File: config.mk
export PLATFORM = sky130hd
export DESIGN_NAME = alu_sequencer
export DESIGN_NICKNAME = d
export VERILOG_FILES = /design/src/rtl/alu_sequencer.sv
export SDC_FILE = /design/constraint.sdc
export NUM_CORES = 1
export LEC_CHECK = 0
export ABC_AREA = 1
export CORE_AREA = 3 3 97 99
export CTS_CLUSTER_SIZE = 24
export DETAILED_ROUTE_END_ITERATION = 12
export DIE_AREA = 0 0 100 102
export PLACE_DENSITY_LB_ADDON = 0.2
export SYNTH_ARGS = -nofsm -noshare
export SYNTH_HDL_FRONTEND = slang
export SYNTH_SLANG_ARGS = --single-unit
File: constraint.sdc
create_clock -name clk -period 2 [get_ports clk]
set_input_delay 0.3 -clock clk [delete_from_list [all_inputs] [get_ports clk]]
set_output_delay 0.3 -clock clk [all_outputs]
set_load 0.01 [all_outputs]
File: src/rtl/alu_sequencer.sv
// alu_sequencer
//   Control stage in front of a 4-bit ALU (opcodes 000 add, 001 sub, 010 mul,
//   111 div). Accepts a 13-bit instruction over valid/ready and reads operands
//   from a 4-entry register file. It drives the ALU inputs, captures the ALU
//   outputs, writes the result back and reports completion with status flags.
//   Each instruction walks IDLE -> OPERAND -> EXECUTE -> WRITEBACK, one cycle
//   per state.
//
//   Instruction fields: opcode[12:10] dst[9:8] srcA[7:6] srcB[5:4] imm[3:0]
//   Opcode 011 is LOADI (reg[dst] = imm, ALU bypassed). Opcodes 100/101/110
//   are illegal: they set errFlag and write nothing.
//
// Ports
//   clk, rst_n                 clock, asynchronous active-low reset
//   instrValid/instrReady      instruction handshake (ready only in IDLE)
//   instr[12:0]                encoded instruction
//   aluA, aluB, aluOpcode      registered operands/opcode driven to the ALU
//   aluResult, aluRemainder    ALU outputs
//   aluZero, aluOverflow       ALU flags
//   done                       one-cycle pulse during WRITEBACK
//   zeroFlag, overflowFlag,
//   errFlag                    status of the last completed instruction
//   rdAddr, rdData             combinational debug read of the register file
//
// Configuration macro
//   ALU_SEQ_REM_WB_EN : when defined, a successful DIV also writes the
//                       remainder to reg[(dst+1) mod 4].

module alu_sequencer #(
  parameter int DATA_W = 4
) (
  input  logic              clk,
  input  logic              rst_n,
  input  logic              instrValid,
  output logic              instrReady,
  input  logic [12:0]       instr,
  output logic [DATA_W-1:0] aluA,
  output logic [DATA_W-1:0] aluB,
  output logic [2:0]        aluOpcode,
  input  logic [DATA_W-1:0] aluResult,
  input  logic [DATA_W-1:0] aluRemainder,
  input  logic              aluZero,
  input  logic              aluOverflow,
  output logic              done,
  output logic              zeroFlag,
  output logic              overflowFlag,
  output logic              errFlag,
  input  logic [1:0]        rdAddr,
  output logic [DATA_W-1:0] rdData
);

  typedef enum logic [1:0] {
    S_IDLE,
    S_OPERAND,
    S_EXECUTE,
    S_WRITEBACK
  } state_t;

  typedef enum logic [2:0] {
    OP_ADD   = 3'b000,
    OP_SUB   = 3'b001,
    OP_MUL   = 3'b010,
    OP_LOADI = 3'b011,
    OP_DIV   = 3'b111
  } op_t;

  state_t state;
  state_t next_state;

  logic [12:0]       instr_q;
  logic [DATA_W-1:0] regs [4];

  logic [DATA_W-1:0] cap_result;
  logic              cap_zero;
  logic              cap_ovf;

  logic [2:0]        op;
  logic [1:0]        dst;
  logic [1:0]        src_a;
  logic [1:0]        src_b;
  logic [DATA_W-1:0] imm;
  logic              op_is_alu;
  logic              op_is_loadi;
  logic              div_by_zero;

  // Instruction fields, from the copy latched at acceptance
  always_comb begin
    op    = instr_q[12:10];
    dst   = instr_q[9:8];
    src_a = instr_q[7:6];
    src_b = instr_q[5:4];
    imm   = DATA_W'(instr_q[3:0]);
    op_is_alu   = (op == OP_ADD) || (op == OP_SUB) ||
                  (op == OP_MUL) || (op == OP_DIV);
    op_is_loadi = (op == OP_LOADI);
    // aluB still holds reg[srcB] during WRITEBACK, so divide-by-zero is
    // detected here rather than trusting whatever the ALU reports.
    div_by_zero = (op == OP_DIV) && (aluB == '0);
  end

  // State register
  always_ff @(posedge clk or negedge rst_n) begin
    if (!rst_n) begin
      state <= S_IDLE;
    end else begin
      state <= next_state;
    end
  end

  // Next-state logic
  always_comb begin
    next_state = state;
    unique case (state)
      S_IDLE:      if (instrValid) next_state = S_OPERAND;
      S_OPERAND:   next_state = S_EXECUTE;
      S_EXECUTE:   next_state = S_WRITEBACK;
      S_WRITEBACK: next_state = S_IDLE;
    endcase
  end

  // State-decoded outputs
  always_comb begin
    instrReady = (state == S_IDLE);
    done       = (state == S_WRITEBACK);
  end

`ifdef ALU_SEQ_REM_WB_EN
  logic [DATA_W-1:0] cap_rem;
  logic [1:0]        rem_dst;
  assign rem_dst = dst + 2'd1;
`else
  logic rem_unused;
  assign rem_unused = ^aluRemainder;
`endif

  // Datapath: instruction latch, ALU operand registers, capture, writeback
  always_ff @(posedge clk or negedge rst_n) begin
    if (!rst_n) begin
      instr_q      <= '0;
      regs         <= '{default: '0};
      aluA         <= '0;
      aluB         <= '0;
      aluOpcode    <= '0;
      cap_result   <= '0;
      cap_zero     <= 1'b0;
      cap_ovf      <= 1'b0;
      zeroFlag     <= 1'b0;
      overflowFlag <= 1'b0;
      errFlag      <= 1'b0;
`ifdef ALU_SEQ_REM_WB_EN
      cap_rem      <= '0;
`endif
    end else begin
      unique case (state)
        S_IDLE: begin
          if (instrValid) instr_q <= instr;
        end
        S_OPERAND: begin
          aluA <= regs[src_a];
          aluB <= regs[src_b];
          if (op_is_alu) aluOpcode <= op;
        end
        S_EXECUTE: begin
          cap_result <= aluResult;
          cap_zero   <= aluZero;
          cap_ovf    <= aluOverflow;
`ifdef ALU_SEQ_REM_WB_EN
          cap_rem    <= aluRemainder;
`endif
        end
        S_WRITEBACK: begin
          if (op_is_loadi) begin
            regs[dst]    <= imm;
            zeroFlag     <= (imm == '0);
            overflowFlag <= 1'b0;
            errFlag      <= 1'b0;
          end else if (!op_is_alu || div_by_zero) begin
            errFlag <= 1'b1;
          end else begin
            regs[dst]    <= cap_result;
            zeroFlag     <= cap_zero;
            overflowFlag <= cap_ovf;
            errFlag      <= 1'b0;
`ifdef ALU_SEQ_REM_WB_EN
            if (op == OP_DIV) regs[rem_dst] <= cap_rem;
`endif
          end
        end
      endcase
    end
  end

  assign rdData = regs[rdAddr];

endmodule

# ---- After elaboration in Yosys (flattened, before gate mapping)
# Index checks and enable logic that the tools add are counted.
dict set report classes {
  n_lt_le_gt_ge 5
  n_eq_ne 9
  n_mux 23
  bitwise_logic 4
  n_reduce_logical 14
}
# op count
set ops {}
lappend ops {{$bwmux W16} 2}
lappend ops {{$mux W16} 2}
lappend ops {{$mux W4} 7}
lappend ops {{$bmux W4 S2} 3}
lappend ops {{$ge A3 B3 Y1 const B} 4}
lappend ops {{$not A2 Y3} 4}
lappend ops {{$demux W4 S2} 1}
lappend ops {{$logic_not A4 Y1} 2}
lappend ops {{$pmux W2 S4} 1}
lappend ops {{$eq A3 B2 Y1 const B} 2}
lappend ops {{$mux W1} 6}
lappend ops {{$reduce_and A2 Y1} 3}
lappend ops {{$eq A2 B2 Y1 const B} 2}
lappend ops {{$logic_or A1 B1 Y1} 4}
lappend ops {{$ne A2 B2 Y1 const B} 2}
lappend ops {{$eq A3 B1 Y1 const B} 1}
lappend ops {{$eq A3 B3 Y1 const B} 1}
lappend ops {{$logic_not A3 Y1} 1}
lappend ops {{$lt A3 B1 Y1 const B} 1}
lappend ops {{$eq A2 B1 Y1 const B} 1}
lappend ops {{$logic_and A1 B1 Y1} 2}
lappend ops {{$logic_not A2 Y1} 1}
lappend ops {{$mux W2} 1}
lappend ops {{$logic_not A1 Y1} 1}
dict set report totals {
  register_bits 51
  inputBits 28
  word_cells 70
}

# ---- Logic depth before layout (Yosys ltp)
dict set report logic_depth {
  depth_word 8
  ltp_mapped 8
  mapped_depth_nobuf 7
}

# ---- Worst setup path after synthesis
# No wires, ideal clock.
dict set report synth_path {
  path_type {reg2reg}
  startpoint {reg state[0]}
  endpoint {reg instr_q[0]}
  setup_time_ns 0.125
  arrival_time_ns 1.282
  path_slack_ns 0.594
  stages_incl_launch_ff 5
  path_buffers 0
  path_cell_list {dfrtp_1 -> inv_1 -> ha_1 -> nand2_1 -> mux2_2}
}
dict set report synth_via {
  elab_chain_len 2
}
# item line
set synth_lines {}
lappend synth_lines {{from (decl)} 67} ;# state_t state;
lappend synth_lines {{from (signal assigned)} 106} ;# state <= next_state;
lappend synth_lines {{$logic_not A2 Y1} -}
lappend synth_lines {{net instrReady} 35} ;# output logic instrReady,
lappend synth_lines {{$reduce_and A2 Y1 (no source line)} -}
lappend synth_lines {{to (signal assigned)} 156} ;# if (instrValid) instr_q <= instr;
lappend synth_lines {{to (decl)} 70} ;# logic [12:0] instr_q;
# The timed path passes the listed nets, and every way through them passes these cells.
# A chain may end at the register's enable or synchronous reset.

# ---- Worst setup path in the final report
dict set report layout_path {
  startpoint {reg state[0]}
  endpoint {out instrReady}
}
dict set report layout_via {
  elab_chain_len 1
}
# item line
set layout_lines {}
lappend layout_lines {{$logic_not A2 Y1} 123} ;# instrReady = (state == S_IDLE);
lappend layout_lines {{to (decl)} 35}
# Every way passes these cells.

==> results.md <==
- Area Overhead vs Synth: 25.7%
- Top Family by Delay on Critical Path: buffers and inverters
- Initial antenna violation count: 0
- Total track usage: 12.6%
- Clk pin slew, worst setup/hold paths: 100 ps
- RePlAce Congestion: 0.848
- ANT cells: 0
- RSZ-0062 raised after global routing: false
- Cell Pwr Density: 1430 nW/um^2
- Worst slew margin: 70.8%
- Max Fanout on Critical Path: 4
- Worst Skew: 13.5 ps
- # rows: 34
- Top-Level Pins: between 40 and 50
- Cell Chain, Critical Path: inv_1 > ha_2 > clkdlybuf4s50_1
- Clk sinks: 51
- Crit path capture type: output port
- Die area: 10,200 um^2
- Syn avg cell area: 8.24 um^2
- Largest net degree at the start of global routing: 52
- Yosys warns: 0
- Post-CTS setup buffers: 0
- Starting Density: around 30%
- DR vias/cell: 4.55
- CTS tree: built
- Max-Cap Viols: 0
- Setup TNS: 0 ps
- DR iter-0 viols: 53
- Total wire length: 5.97 mm
- Worst Path Required: 1700 ps
- Die X: 100 um
- Die height: 102 um
- Final setup fails: 0
- Worst-Margin Slew: 438 ps
- TritonCTS buffer count: 5
- Critical path launch point type: register
- Yosys top cell by area: dfrtp_1
- Worst Path Arrival: 1590 ps
- WL per Instance: 12.9 um
- First-pass DRT Iterations: 4
- Vias: 2,112
- Max VDD drop: around 0.54 mV
- Number of remaining DRC errors: 0
- Non-Filler Instances: between 400 and 500
- CP Class: reg -> out
- CP peak stage delay: 540 ps
- Status: finished clean
- Inst Count DP: 455
- CTS root buffer: clkbuf_8
- Port bufs: 43
- Core Box Area: 8640 um^2
- Final HPWL DP: 4.39 mm
- Vias in the first global route: 2,103
- Top cells by area, synth: dfrtp_1 50%, nand2_1 17%, a21oi_1 5.5%
- Mapped Nets: 341
- Multi-input gate area: about 1100 um^2
- Synth top area share: roughly half
- Global-route wire length before repair: 10.2 mm
- P_leak: 0.00154 uW
- Post-synthesis cell count: 309
- Grt ovf: 0
- Post-synthesis sequential element count: 51
- Htree depth: 2
- FF/Latch Area: ~1300 um^2
- Critical path buffers and inverters: 2
- Layout cell share with drive strength beyond 1: approximately an eighth
- CTS max path bufs: 2
- Cell variety after synth: 24
- Crit path time final: 1890 ps
- Period utilisation layout: 94.5%
- Hold Crit Class: reg -> reg
- Final Hold Viols: 0
- Fmax: 529 MHz
- Clk_lat worst skew: 300 ps
- # fillers: 933
- ANT nets after route: 0
- Mapped Area: 2550 um^2
- Slowest CP cell: clkdlybuf4s50_1
- Final nets: ~390
- Final Max Slew Viols: 0
- Seq/Total Area, Yosys: 50.1%
## layout make-up
cell class	count	share of cell area [%]
Clock buffer	6	2.27
Multi-Input combinational cell	219	34.7
Inverter	28	3.28
Sequential cell	51	39.9
Tap cell	108	4.22
Clock inverter	2	0.391
Timing Repair Buffer	50	15.2
## through the flow
stage | util (%) | total power (uW) | setup slack, ps | cell area [um^2] | hold WS (ps)
floorplan | - | 3280 | 594 | 2550 | 4.41
global placement | 36.0 | 4030 | -61.8 | 3110 | 317
detailed placement | 36.0 | 4060 | -87.0 | 3110 | 318
CTS | 37.0 | 4660 | 74.8 | 3200 | 492
global route | 37.1 | 5040 | 8.63 | 3200 | 526
finish | 37.1 | 4580 | 110 | 3200 | 488
## cell usage after synthesis
master,count
a21oi_1,28
a21oi_4,1
buf_1,1
buf_2,6
buf_6,1
clkbuf_1,3
dfrtp_1,51
ha_1,4
inv_1,25
inv_2,3
mux2_2,11
nand2_1,115
nand2_2,1
nand2_4,1
nand3_1,1
nand3_2,1
nand3b_1,3
nor2_1,16
nor2_2,4
nor2_4,1
o211ai_1,8
o21ai_0,18
o21ai_1,2
o21ai_2,4
## layer usage
layer  share of wire [%]  global-route usage (%)
met1                  48                    17.5
met3                 5.7                    3.07
met2                  45                    19.8
met5                   0                       0
met4                0.99                    3.42
## flip-flops by register name, indices dropped and copies added (netlist names)
signal        flops
errFlag           1
aluA              4
cap_zero          1
regs             16
instr_q          13
aluOpcode         3
zeroFlag          1
aluB              4
state             2
overflowFlag      1
cap_ovf           1
cap_result        4
## repair_timing
item | in CTS | in global routing
hold buffers | 1 | 0
endpoints found under the hold margin | 41 | 0
gates resized for setup | 4 | 1
setup endpoints to repair | 4 | 1
## cells by family (layout without fill, tap and decap cells)
group	Yosys count	count (layout)	synth area share, %
mux	11	11	4.86
simple gates	143	143	22.9
fa+ha+maj	4	4	1.97
flops	51	51	50.1
compound gates	61	61	13.8
buf+inv	39	86	6.34
## layout by cell type (no fill, tap or decap), types with 2 or more instances in the layout
master           count
nand2_1            115
o21ai_1              2
buf_4                5
dlygate4sd2_1        4
a21oi_1             28
dfrtp_1             51
o211ai_1             8
nor2_2               4
clkbuf_8             5
o21ai_2              4
ha_1                 3
mux2_2              11
nor2_1              16
nand3b_1             3
clkdlybuf4s50_1     38
inv_2                3
inv_1               25
o21ai_0             18
## worst register-to-register path, delay by kind of cell, from the launching register on
kind                     cells  cell delay, ps
flip-flops                   1             380
multiplexers                 1             360
buffers and inverters        2             340
adder cells (fa/ha/maj)      1             210
AND/OR/NAND/NOR              1              60
## report_power, final
part	switching, uW	internal [uW]
Sequential	469	1490
Combinational	1100	934
Clock	339	245
Total	1910	2670
## worst paths after layout
kind	startpoint	to	slack, ps	cells after the start
max in group asynchronous	rst_n	regs[0]$_DFFE_PN0P_	1240	3
max	state[0]$_DFFE_PN0P_	instrReady	110	3
max reg2reg	state[0]$_DFFE_PN0P_	instr_q[0]$_DFFE_PN0P_	540	5
min reg2reg	regs[8]$_DFFE_PN0P_	regs[8]$_DFFE_PN0P_	490	2
min	regs[8]$_DFFE_PN0P_	regs[8]$_DFFE_PN0P_	490	2
min in group asynchronous	rst_n	aluA[2]$_DFFE_PN0P_	500	3
No activity file was read; power rests on OpenSTA's default activity.
